<file path="src/rtl/hilo_div_ctrl.sv">
// HI/LO register owner sitting between EX and the iterative divider.
// Decodes DIV/DIVU/MTHI/MTLO/MFHI/MFLO, conditions signed operands into
// magnitudes for the unsigned divider, restores signs on the result, and
// stalls the pipeline while a divide is outstanding.
module hilo_div_ctrl #(
  parameter logic [31:0] DIV0_LO = 32'hFFFFFFFF
) (
  input  logic        clk,
  input  logic        rst_n,
  input  logic        op_valid,
  input  logic [2:0]  op,
  input  logic [31:0] rs_data,
  input  logic [31:0] rt_data,
  output logic [31:0] mf_data,
  output logic        pipe_stall,
  output logic        busy,
  output logic [31:0] hi_o,
  output logic [31:0] lo_o,
  output logic        div_in_valid,
  output logic [31:0] div_dividend,
  output logic [31:0] div_divisor,
  input  logic [31:0] div_quotient,
  input  logic [31:0] div_remainder,
  input  logic        div_out_valid
);

  localparam logic [2:0] OP_DIV  = 3'd1;
  localparam logic [2:0] OP_DIVU = 3'd2;
  localparam logic [2:0] OP_MTHI = 3'd3;
  localparam logic [2:0] OP_MTLO = 3'd4;
  localparam logic [2:0] OP_MFHI = 3'd5;
  localparam logic [2:0] OP_MFLO = 3'd6;

  typedef enum logic [1:0] {IDLE, ISSUE, WAIT} state_t;

  state_t      state_reg, state_next;
  logic [31:0] hi_reg, hi_next;
  logic [31:0] lo_reg, lo_next;
  logic [31:0] dividend_reg, dividend_next;
  logic [31:0] divisor_reg, divisor_next;
  logic        q_neg_reg, q_neg_next;
  logic        r_neg_reg, r_neg_next;

  logic        hilo_op;
  logic        is_signed;
  logic [31:0] rs_abs;
  logic [31:0] rt_abs;

  // Operand magnitudes; 0x80000000 maps onto itself, which the unsigned
  // divider reads correctly as 2^31.
  assign rs_abs    = rs_data[31] ? (~rs_data + 32'd1) : rs_data;
  assign rt_abs    = rt_data[31] ? (~rt_data + 32'd1) : rt_data;
  assign is_signed = (op == OP_DIV);
  assign hilo_op   = (op != 3'd0) && (op != 3'd7);

  assign hi_o         = hi_reg;
  assign lo_o         = lo_reg;
  assign div_dividend = dividend_reg;
  assign div_divisor  = divisor_reg;

  // State and datapath registers; reset aborts any divide in flight.
  always_ff @(posedge clk) begin
    if (!rst_n) begin
      state_reg    <= IDLE;
      hi_reg       <= 32'd0;
      lo_reg       <= 32'd0;
      dividend_reg <= 32'd0;
      divisor_reg  <= 32'd0;
      q_neg_reg    <= 1'b0;
      r_neg_reg    <= 1'b0;
    end else begin
      state_reg    <= state_next;
      hi_reg       <= hi_next;
      lo_reg       <= lo_next;
      dividend_reg <= dividend_next;
      divisor_reg  <= divisor_next;
      q_neg_reg    <= q_neg_next;
      r_neg_reg    <= r_neg_next;
    end
  end

  // Next-state, register updates and handshake outputs.
  always_comb begin
    state_next    = state_reg;
    hi_next       = hi_reg;
    lo_next       = lo_reg;
    dividend_next = dividend_reg;
    divisor_next  = divisor_reg;
    q_neg_next    = q_neg_reg;
    r_neg_next    = r_neg_reg;
    busy          = 1'b0;
    div_in_valid  = 1'b0;
    mf_data       = 32'd0;
    pipe_stall    = 1'b0;

    case (state_reg)
      IDLE: begin
        if (op_valid) begin
          case (op)
            OP_DIV, OP_DIVU: begin
              if (rt_data == 32'd0) begin
                // Divide-by-zero resolves locally; the divider is never asked.
                lo_next = DIV0_LO;
                hi_next = rs_data;
              end else begin
                state_next    = ISSUE;
                dividend_next = is_signed ? rs_abs : rs_data;
                divisor_next  = is_signed ? rt_abs : rt_data;
                q_neg_next    = is_signed & (rs_data[31] ^ rt_data[31]);
                r_neg_next    = is_signed & rs_data[31];
              end
            end
            OP_MTHI: hi_next = rs_data;
            OP_MTLO: lo_next = rs_data;
            OP_MFHI: mf_data = hi_reg;
            OP_MFLO: mf_data = lo_reg;
            default: ;
          endcase
        end
      end
      ISSUE: begin
        busy         = 1'b1;
        div_in_valid = 1'b1;
        state_next   = WAIT;
      end
      WAIT: begin
        busy = 1'b1;
        if (div_out_valid) begin
          // Remainder takes the dividend's sign, quotient the XOR of signs.
          lo_next    = q_neg_reg ? (~div_quotient + 32'd1) : div_quotient;
          hi_next    = r_neg_reg ? (~div_remainder + 32'd1) : div_remainder;
          state_next = IDLE;
        end
      end
      default: state_next = IDLE;
    endcase

    pipe_stall = op_valid & busy & hilo_op;
  end

endmodule

</file>
<file path="config.mk">
export PLATFORM = sky130hd
export DESIGN_NAME = hilo_div_ctrl
export DESIGN_NICKNAME = d
export VERILOG_FILES = /design/src/rtl/hilo_div_ctrl.sv
export SDC_FILE = /design/constraint.sdc
export NUM_CORES = 1
export LEC_CHECK = 0
export ABC_CLOCK_PERIOD_IN_PS = 3700
export BUFFER_PORTS_ARGS = -buffer_cell sky130_fd_sc_hd__buf_2
export CORE_ASPECT_RATIO = 1.4
export CORE_MARGIN = 8
export CORE_UTILIZATION = 51
export DETAILED_ROUTE_END_ITERATION = 7
export PLACE_DENSITY = 0.82
export SYNTH_ARGS = -nofsm -noshare
export SYNTH_HDL_FRONTEND = slang
export SYNTH_SLANG_ARGS = --single-unit
</file>
<file path="constraint.sdc">
create_clock -name clk -period 3.7 [get_ports clk]
set_input_delay 0.925 -clock clk [delete_from_list [all_inputs] [get_ports clk]]
set_output_delay 0.925 -clock clk [all_outputs]
set_load 0.005 [all_outputs]
</file>
==> flow_metrics.tcl <==
set metrics [dict create \
    status "completed" \
    final-max-slew-violation-count 0 \
    synth-seq-cells 132 \
    routed_via_density 6.165 \
    syn_nets 1251 \
    period_share_pct 84.30 \
    hp-class "reg2reg" \
    synth_edf_count 0 \
    die_w_um 125.5 \
    synth_commonest_cells "nor2_1, dfxtp_1, a21oi_1, clkbuf_1, o21ai_0" \
    max_freq_ghz 0.3206 \
    skew_ns 0.007583 \
    top_usage_layer "met2" \
    maxCapViolCount 0 \
    end_kind "flop" \
    layout-drive-gt1-share_pct 28.40 \
    setup_violations 0 \
    totalWireLength_um 31890 \
    seq_area_frac_synth_pct 30.85 \
    cts_resized 0 \
    hpwl_um 24780 \
    final_core_util_pct 65.24 \
    via_count 9729 \
    grt_setup_unrepaired "no" \
    worstSetupPathType "in2reg" \
    core_area_mm2 0.01661 \
    die_area_mm2 0.02126 \
    crit_arrival_ns 3.44 \
    grt_pass1_vias 9287 \
    yosysMostFrequentCell "nor2_1" \
    ys_warn_count 0 \
    synth_cell_types 69 \
    gp_congestion 0.9576 \
    grt_use_met2_pct 50.02 \
    use_met1_pct 33.49 \
    grt_max_degree 72 \
    route.detailed.drc 0 \
    cts_root_buf "clkbuf_16" \
    post_cts_buffers 0 \
    start_kind "input pin" \
    dominantRegCellSynth "dfxtp_1" \
    postSynthAreaPerCell_um2 7.725 \
    port_buffers 297 \
    synth_top_cell_area_share_pct 30.85 \
    power.density_mw_per_mm2 396.2 \
    first_pass_iters 6 \
    gr-usage-met3_pct 6.258 \
    grt_first_pass_wirelength_um 49680 \
    clk_latency_ns 0.41 \
    htreeDepth 4 \
    slew_headroom_pct 26.58 \
    cts_hold_buf 0 \
    finalHoldViolCount 0 \
    fin_crit_ns 3.119 \
    cts_buffer_depth 2 \
    ys_async_sr_fraction_pct 0 \
    numCtsBuffers 17 \
    crit_required_ns 4.02 \
    drt_iter0_markers 971 \
    final_nets 1502 \
    grt_usage_pct 29.14 \
    clk_pin_slew_ns 0.06 \
    rows 56 \
    area_growth_pct 26.46 \
    syn_inst 1109 \
    worst_hold_slack_ns 0.4488 \
    avgRoutedWirePerCell_um 20.21 \
    ir_drop_uv 240.7 \
    cts.sinks 132 \
    ant_nets 0 \
    initial_core_util_pct 51.59 \
    synth_area_mm2 0.008567 \
    fp.dieH_um 169.4 \
    fin_tns_setup_ns 0 \
    antenna_found_initial 3 \
    worst-slew-pin-transition_ns 1.099 \
    synth_top_area_cell "dfxtp_1" \
    fillers 1477 \
    ios 298 \
    p_leak_nw 4.331 \
    path_max_fanout 68 \
    synth_area_leaders "dfxtp_1, xnor2_1, nor2_1" \
    p_total_mw 4.293 \
    cts_tree "built" \
    grt_overflow 0 \
]
-- critical path, stage by stage --
cell	delay, ns
buf_2	0.12
inv_1	0.05
ha_1	0.21
or4b_1	0.20
and4b_1	0.23
and2_1	0.18
nor2_4	0.84
buf_12	0.35
nor2_1	0.07
a211oi_1	0.23
-- per-stage QoR --
step,setup slack (ns),instance area (µm²),instances
2_1_floorplan,0.7225,8567,1109
3_3_place_gp,0.2590,10170,1544
3_5_place_dp,0.2040,10170,1544
4_1_cts,0.6198,10830,1576
5_1_grt,0.2729,10830,1578
6_report,0.5807,10830,1578
-- logic make-up after synthesis --
group,Yosys count,synth area share [%]
compound gates,375,28.96
simple gates,354,20.13
flops,132,30.85
xor+xnor,118,12.06
buf+inv,111,5.579
mux,12,1.402
fa+ha+maj,7,1.022
-- report_power, final --
group / switching (mW) / total (mW) / internal (mW)
registers: 0.0901 / 1.62 / 1.53
logic: 0.474 / 0.790 / 0.317
clock network: 0.648 / 1.88 / 1.23
-- path summary, 6_finish.rpt --
kind / start / end / slack (ns) / cells past startpoint
setup / recovery: rt_data[0] / div_divisor[19]$_SDFFE_PN0P_ / 0.58 / 10
hold reg to reg: div_dividend[28]$_SDFFE_PN0P_ / div_dividend[28]$_SDFFE_PN0P_ / 0.45 / 2
setup reg to reg: state_reg[0]$_SDFFE_PN0P_ / div_divisor[19]$_SDFFE_PN0P_ / 0.81 / 8
hold / removal: div_dividend[28]$_SDFFE_PN0P_ / div_dividend[28]$_SDFFE_PN0P_ / 0.45 / 2
-- cells in the final DEF (no fill, tap or decap), types with 5 or more instances in the layout --
| cell type | synthesis | layout |
|---|---|---|
| a211o_1 | 8 | 8 |
| a211oi_1 | 42 | 42 |
| a21oi_1 | 97 | 97 |
| a22oi_1 | 32 | 32 |
| a31oi_1 | 19 | 17 |
| and2_1 | 5 | 5 |
| buf_2 | 9 | 297 |
| buf_4 | 3 | 27 |
| bufinv_16 | 0 | 5 |
| clkbuf_16 | 0 | 17 |
| dfxtp_1 | 132 | 132 |
| ha_1 | 7 | 6 |
| inv_1 | 15 | 15 |
| mux2i_1 | 12 | 12 |
| nand2_1 | 67 | 67 |
| nand3_1 | 27 | 27 |
| nor2_1 | 140 | 138 |
| nor2b_1 | 6 | 6 |
| nor3_1 | 22 | 22 |
| nor4_1 | 12 | 12 |
| o21ai_0 | 72 | 72 |
| o21ai_1 | 7 | 7 |
| o221ai_1 | 13 | 13 |
| o22ai_1 | 9 | 9 |
| o31ai_1 | 29 | 29 |
| o41ai_1 | 19 | 19 |
| or2_2 | 12 | 12 |
| or3_1 | 13 | 13 |
| or4_1 | 23 | 23 |
| xnor2_1 | 69 | 69 |
| xor2_1 | 49 | 49 |
-- final cells by class --
| type | instances | area [µm²] | share of cell area, % |
|---|---|---|---|
| Clock inverter | 12 | 202.7 | 1.871 |
| Multi-Input combinational cell | 866 | 5480 | 50.58 |
| Antenna cell | 2 | 5.005 | 0.04619 |
| Sequential cell | 132 | 2643 | 24.39 |
| Tap cell | 203 | 254.0 | 2.344 |
| Clock buffer | 20 | 456.7 | 4.215 |
| Inverter | 17 | 63.81 | 0.5890 |
| Timing Repair Buffer | 326 | 1729 | 15.96 |
-- routing by layer --
layer  share of wire [%]  vias up
li1                    -     4583
met1                  38     4508
met2                  49      547
met3                 8.9       89
met4                 4.1        2
met5               0.038        -
Note: power is estimated with default switching activity, not from simulation.
